`src/rtl/nibble_cmd_sequencer.sv`:
```
// nibble_cmd_sequencer
//   Command execution stage of the nibble CPU. Accepts one opcode + operand
//   through a valid/ready handshake and executes it against a DATA_W-bit
//   accumulator. Simple ALU ops take one EXEC cycle; MUL (shift-add) and
//   DIV (restoring) iterate for DATA_W EXEC cycles. Status is reported on the
//   cmd_start / cmd_busy / cmd_error / cmd_error_type interface.
//
// Ports
//   clk             clock, all state on rising edge
//   rst             asynchronous, active-high reset
//   cmd_valid       command request
//   cmd_ready       sequencer can accept (IDLE only)
//   cmd_opcode      0 NOP,1 LOAD,2 ADD,3 SUB,4 AND,5 OR,6 XOR,7 MUL,8 DIV,9-F illegal
//   cmd_operand     operand B
//   cmd_start       one-cycle pulse in the first execution cycle
//   cmd_busy        high from START through DONE
//   cmd_error       error flag, DONE cycle only
//   cmd_error_type  0 none,1 illegal,2 overflow,3 divide-by-zero; DONE cycle only
//   acc_out         accumulator
//   rem_out         remainder of the last successful DIV
module nibble_cmd_sequencer #(
  parameter int DATA_W  = 4,
  parameter int ACC_RST = 0
) (
  input  logic              clk,
  input  logic              rst,
  input  logic              cmd_valid,
  output logic              cmd_ready,
  input  logic [3:0]        cmd_opcode,
  input  logic [DATA_W-1:0] cmd_operand,
  output logic              cmd_start,
  output logic              cmd_busy,
  output logic              cmd_error,
  output logic [1:0]        cmd_error_type,
  output logic [DATA_W-1:0] acc_out,
  output logic [DATA_W-1:0] rem_out
);

  localparam int CNT_W = $clog2(DATA_W + 1);
  localparam logic [DATA_W-1:0] ACC_RST_V = ACC_RST[DATA_W-1:0];

  localparam logic [3:0] OP_NOP  = 4'd0;
  localparam logic [3:0] OP_LOAD = 4'd1;
  localparam logic [3:0] OP_ADD  = 4'd2;
  localparam logic [3:0] OP_SUB  = 4'd3;
  localparam logic [3:0] OP_AND  = 4'd4;
  localparam logic [3:0] OP_OR   = 4'd5;
  localparam logic [3:0] OP_XOR  = 4'd6;
  localparam logic [3:0] OP_MUL  = 4'd7;
  localparam logic [3:0] OP_DIV  = 4'd8;

  localparam logic [1:0] ERR_NONE  = 2'd0;
  localparam logic [1:0] ERR_ILL   = 2'd1;
  localparam logic [1:0] ERR_OVF   = 2'd2;
  localparam logic [1:0] ERR_DIV0  = 2'd3;

  typedef enum logic [1:0] {S_IDLE, S_START, S_EXEC, S_DONE} state_t;

  state_t state, state_nxt;

  logic [3:0]          op_q;
  logic [DATA_W-1:0]   opnd_q;
  logic [CNT_W-1:0]    cnt;
  // MUL: {partial product high, multiplier/low product}
  // DIV: {partial remainder, dividend/quotient}
  logic [2*DATA_W-1:0] work;
  // Simple-op result; bit DATA_W holds ADD carry / SUB borrow.
  logic [DATA_W:0]     res;
  logic [DATA_W-1:0]   acc, rem;

  logic                illegal, div0, iter_op;
  logic [1:0]          err_type;
  logic [DATA_W-1:0]   new_acc;

  logic [DATA_W:0]     mul_sum;
  logic [DATA_W:0]     div_shift, div_trial;

  // Single-cycle ALU; the extra top bit carries ADD overflow / SUB borrow.
  function automatic logic [DATA_W:0] alu(input logic [3:0] op,
                                          input logic [DATA_W-1:0] a,
                                          input logic [DATA_W-1:0] b);
    logic [DATA_W:0] r;
    case (op)
      OP_LOAD: r = {1'b0, b};
      OP_ADD:  r = {1'b0, a} + {1'b0, b};
      OP_SUB:  r = {1'b0, a} - {1'b0, b};
      OP_AND:  r = {1'b0, a & b};
      OP_OR:   r = {1'b0, a | b};
      OP_XOR:  r = {1'b0, a ^ b};
      default: r = {1'b0, a};
    endcase
    return r;
  endfunction

  assign illegal = (op_q > OP_DIV);
  assign div0    = (op_q == OP_DIV) && (opnd_q == '0);
  assign iter_op = (op_q == OP_MUL) || (op_q == OP_DIV);

  // One shift-add multiply step: add multiplicand when multiplier LSB set, shift right.
  assign mul_sum = {1'b0, work[2*DATA_W-1:DATA_W]} + (work[0] ? {1'b0, acc} : '0);

  // One restoring divide step: bring in next dividend bit, try subtracting divisor.
  assign div_shift = {work[2*DATA_W-1:DATA_W], work[DATA_W-1]};
  assign div_trial = div_shift - {1'b0, opnd_q};

  // Illegal opcode outranks any operand-dependent error.
  always_comb begin
    err_type = ERR_NONE;
    if (illegal)
      err_type = ERR_ILL;
    else if (div0)
      err_type = ERR_DIV0;
    else if ((op_q == OP_ADD || op_q == OP_SUB) && res[DATA_W])
      err_type = ERR_OVF;
    else if (op_q == OP_MUL && work[2*DATA_W-1:DATA_W] != '0)
      err_type = ERR_OVF;
  end

  always_comb begin
    new_acc = res[DATA_W-1:0];
    if (iter_op)
      new_acc = work[DATA_W-1:0];
  end

  // State register
  always_ff @(posedge clk or posedge rst) begin
    if (rst)
      state <= S_IDLE;
    else
      state <= state_nxt;
  end

  // Next-state and status outputs
  always_comb begin
    state_nxt      = state;
    cmd_ready      = 1'b0;
    cmd_start      = 1'b0;
    cmd_busy       = 1'b0;
    cmd_error      = 1'b0;
    cmd_error_type = ERR_NONE;
    case (state)
      S_IDLE: begin
        cmd_ready = 1'b1;
        if (cmd_valid)
          state_nxt = S_START;
      end
      S_START: begin
        cmd_start = 1'b1;
        cmd_busy  = 1'b1;
        state_nxt = (illegal || div0) ? S_DONE : S_EXEC;
      end
      S_EXEC: begin
        cmd_busy = 1'b1;
        if (!iter_op || cnt == '0)
          state_nxt = S_DONE;
      end
      S_DONE: begin
        cmd_busy       = 1'b1;
        cmd_error      = (err_type != ERR_NONE);
        cmd_error_type = err_type;
        state_nxt      = S_IDLE;
      end
      default: state_nxt = S_IDLE;
    endcase
  end

  // Architectural results commit at the end of DONE only when error-free.
  always_ff @(posedge clk or posedge rst) begin
    if (rst) begin
      acc <= ACC_RST_V;
      rem <= '0;
    end else if (state == S_DONE && err_type == ERR_NONE) begin
      acc <= new_acc;
      if (op_q == OP_DIV)
        rem <= work[2*DATA_W-1:DATA_W];
    end
  end

  // Datapath working registers; no reset needed, each is loaded before use.
  always_ff @(posedge clk) begin
    if (state == S_IDLE && cmd_valid) begin
      op_q   <= cmd_opcode;
      opnd_q <= cmd_operand;
    end
    if (state == S_START) begin
      cnt <= CNT_W'(DATA_W - 1);
      if (op_q == OP_MUL)
        work <= {{DATA_W{1'b0}}, opnd_q};
      else
        work <= {{DATA_W{1'b0}}, acc};
    end
    if (state == S_EXEC) begin
      res <= alu(op_q, acc, opnd_q);
      if (cnt != '0)
        cnt <= cnt - CNT_W'(1);
      if (op_q == OP_MUL)
        work <= {mul_sum, work[DATA_W-1:1]};
      else if (op_q == OP_DIV) begin
        if (div_trial[DATA_W])
          work <= {div_shift[DATA_W-1:0], work[DATA_W-2:0], 1'b0};
        else
          work <= {div_trial[DATA_W-1:0], work[DATA_W-2:0], 1'b1};
      end
    end
  end

  assign acc_out = acc;
  assign rem_out = rem;

endmodule

```
`config.mk`:
```
export PLATFORM = sky130hd
export DESIGN_NAME = nibble_cmd_sequencer
export DESIGN_NICKNAME = d
export VERILOG_FILES = /design/src/rtl/nibble_cmd_sequencer.sv
export SDC_FILE = /design/constraint.sdc
export NUM_CORES = 1
export LEC_CHECK = 0
export ABC_AREA = 1
export CORE_ASPECT_RATIO = 0.5
export CORE_MARGIN = 4
export CORE_UTILIZATION = 26
export CTS_CLUSTER_DIAMETER = 80
export CTS_CLUSTER_SIZE = 40
export DETAILED_ROUTE_END_ITERATION = 10
export GPL_ROUTABILITY_DRIVEN = 1
export GPL_TIMING_DRIVEN = 1
export PLACE_DENSITY = 0.41
export SYNTH_ARGS = -nofsm -noshare
export SYNTH_HDL_FRONTEND = slang
export SYNTH_SLANG_ARGS = --single-unit
```
`constraint.sdc`:
```
create_clock -name clk -period 3.6 [get_ports clk]
set_input_delay 0.72 -clock clk [delete_from_list [all_inputs] [get_ports clk]]
set_output_delay 0.72 -clock clk [all_outputs]
set_load 0.05 [all_outputs]
```
==> results_dict.tcl <==
set metrics [dict create \
    outcome "finished, final reports clean" \
    fin_nets 429 \
    die_y_um 79.7 \
    hpwl_um 5730 \
    criticalPathCategory "reg -> out" \
    drt-total-wl_um 7160 \
    synth-seq-cells 34 \
    antenna_found_initial 0 \
    core.rowCount 25 \
    pwr-share-seq 0.276 \
    via_count 2342 \
    timing.hold.worst_endpoint "cnt[1]" \
    crit_arrival_ns 2.70 \
    fmax_mhz 292 \
    final_max_slew_viol_count 0 \
    synth_top_family_by_area "simple AND/OR/NAND/NOR gates" \
    finalCritPeriodShare 0.950 \
    die-width_um 151 \
    critPathCaptureType "output pin" \
    cap_violations 0 \
    setup_viol 0 \
    yosys.area_share.simple 0.275 \
    power_switching_uw 1260 \
    via_per_inst 4.48 \
    initial_core_util 0.274 \
    antenna_cells 0 \
    synth-main-ff-cell "edfxtp_1" \
    grt.total_usage 0.128 \
    synth_top_cell_area_share 0.146 \
    cts_tree "built" \
    numClockSinks 34 \
    grt_max_degree 16 \
    syn_avg_cell_area_um2 7.40 \
    synth_common_cells "nand2_1 (97), inv_1 (61), nand3_1 (32), ha_1 (28)" \
    post_cts_resized 0 \
    io_buffers 24 \
    drc 0 \
    cts_setup_buffers 0 \
    routabilityCongestion 0.840 \
    synth_edf_count 13 \
    syn_area_mm2 0.00267 \
    clkPwrFrac 0.166 \
    reg2reg_from "opnd_q[1]" \
    clk_pin_slew_worst_paths_ns 0.06 \
    grt_pass1_vias 2190 \
    r2r-end "res[2]" \
    placedCellCount 515 \
    fin_worst_skew_ns 0.00460 \
    yosysUniqueCellTypes 34 \
    ios 25 \
    dieArea_mm2 0.0121 \
    core-area_mm2 0.00973 \
    preCtsSetupSlack_ns 0.466 \
    async_reset_ff_frac 0.294 \
    tightestPinTransition_ns 0.542 \
    cts_buffer_depth 2 \
    layout.cells.non_filler 523 \
    ir_drop_mv 0.207 \
    rsz0062_at_grt "false" \
    min_path_type "reg -> reg" \
    switching_share 0.480 \
    synth_most_common_cell "nand2_1" \
    synth_compound_area_frac 0.124 \
    yosys_warnings 0 \
    grt_overflow 0 \
    clock_latency_ns 0.28 \
    drive_gt1_frac 0.0747 \
    final_antenna_net_count 0 \
    drt_pass1_iterations 4 \
    startpoint_type "flip-flop" \
    p_leak_uw 0.00157 \
    cts-root-buf "clkbuf_16" \
    post-route-min-period_ns 3.42 \
    critPathRequiredTime_ns 2.88 \
    synth_mux_area_frac 0 \
    grt_pass1_wl_um 11800 \
    hold_depth 2 \
    cts_max_level 2 \
    synth_adder_area_share 0.154 \
    internal_power_uw 1360 \
    rrSetupSlack_ns 1.17 \
    powerDensity_mw_per_mm2 824 \
    syn_nets 403 \
    yosysSeqAreaShare 0.322 \
    slew_headroom 0.636 \
    drt_iter0_drc 153 \
    holdCritStartpoint "cnt[1]" \
    wl_per_cell_um 13.7 \
    yosysTopAreaCell "edfxtp_1" \
    area_growth_pct 19.4 \
    worst_r2r_path_depth 11 \
    cts_inserted_buffers 5 \
    synthXorXnorAreaFrac 0.0164 \
    design_power_total_uw 2620 \
    setup_slack_ns 0.179 \
    hold_viol_final 0 \
    synth_cells 361 \
    hold_buffers 0 \
    fillCellCount 1055 \
    tns_ns 0 \
    pwr-share-comb 0.558 \
    crit_path_max_fanout 6 \
    synth_area_leaders "edfxtp_1 (15%), nand2_1 (14%), ha_1 (13%)" \
]
## critical path, stage by stage, from the launching register on
cell and delay [ns]:
edfxtp_1 0.46, inv_1 0.23, ha_1 0.20, inv_1 0.06
nor3_1 0.20, nand2_1 0.16, nand2_1 0.09, inv_1 0.05
o21ai_0 0.15, clkdlybuf4s50_1 0.83
## sequential cells by signal, indices dropped and copies added, names as in the netlist
register / cells
op_q: 4
rem_out: 4
acc_out: 4
cnt: 3
opnd_q: 4
res: 5
state: 2
work: 8
## power groups by stage
stage                     Combinational, uW  Sequential, uW  Clock (uW)
after detailed placement               1470             728           0
after global placement                 1470             730           0
final                                  1470             723         437
after floorplan                        1020             777           0
after global routing                   1660             744         477
after CTS                              1480             723         452
## layout make-up
cell class / count / area [um2] / share of cell area
Clock buffer: 7 / 143 / 0.0448
Clock inverter: 1 / 5.00 / 0.00157
Inverter: 65 / 244 / 0.0766
Multi-Input combinational cell: 256 / 1520 / 0.476
Sequential cell: 34 / 861 / 0.270
Tap cell: 135 / 169 / 0.0530
Timing Repair Buffer: 25 / 248 / 0.0777
## logic make-up after synthesis
group | Yosys count
fa+ha+maj | 31
flops | 34
xor+xnor | 5
buf+inv | 71
simple gates | 165
compound gates | 55
## worst max-delay path by stage
stage	end	depth (start not counted)	slack (ns)	startpoint
2_1_floorplan	cmd_error	8	0.60	opnd_q[1]
3_3_place_gp	cmd_error	9	0.54	opnd_q[1]
3_5_place_dp	cmd_error	9	0.47	opnd_q[1]
4_1_cts	cmd_error	9	0.15	opnd_q[1]
5_1_grt	cmd_error	9	0.0008	opnd_q[1]
6_report	cmd_error	9	0.18	opnd_q[1]
## placed cells by master, fill, tap and decap left out
cell type	instances
o31ai_1	2
nand3_2	2
nor2_1	19
nor3_1	2
o21ai_0	19
clkdlybuf4s50_1	24
fa_1	3
xnor2_1	2
o21a_1	1
o211ai_1	6
or2_2	4
clkbuf_1	1
nand3_4	1
clkinv_2	1
a21boi_0	1
dfxtp_1	11
nor2_4	3
o21ai_2	4
nand2_1	97
a22oi_1	1
o221ai_1	2
nand3_1	32
xor2_1	3
nand2_2	3
or2_0	1
inv_1	61
dfrtp_1	10
o22ai_1	4
nand4_1	1
edfxtp_1	13
o21ai_1	1
inv_2	4
clkbuf_8	1
a21oi_1	14
ha_1	28
clkbuf_16	5
buf_4	1
## metrics by stage
| stage | util | area (um2) | hold slack, ns |
|---|---|---|---|
| after floorplan | - | 2670 | 0.439 |
| after global placement | 0.312 | 3040 | 0.453 |
| after detailed placement | 0.312 | 3040 | 0.459 |
| after CTS | 0.328 | 3190 | 0.477 |
| after global routing | 0.328 | 3190 | 0.495 |
| final | 0.328 | 3190 | 0.472 |
## layer usage
layer | wire length (um) | global-route usage | vias to the layer above
li1 | - | - | 1215
met1 | 3770 | 0.188 | 1078
met2 | 2970 | 0.185 | 44
met3 | 363 | 0.0363 | 5
met4 | 55 | 0.0244 | 0
met5 | 0 | 0 | -
Power figures use the tool's default switching activity.
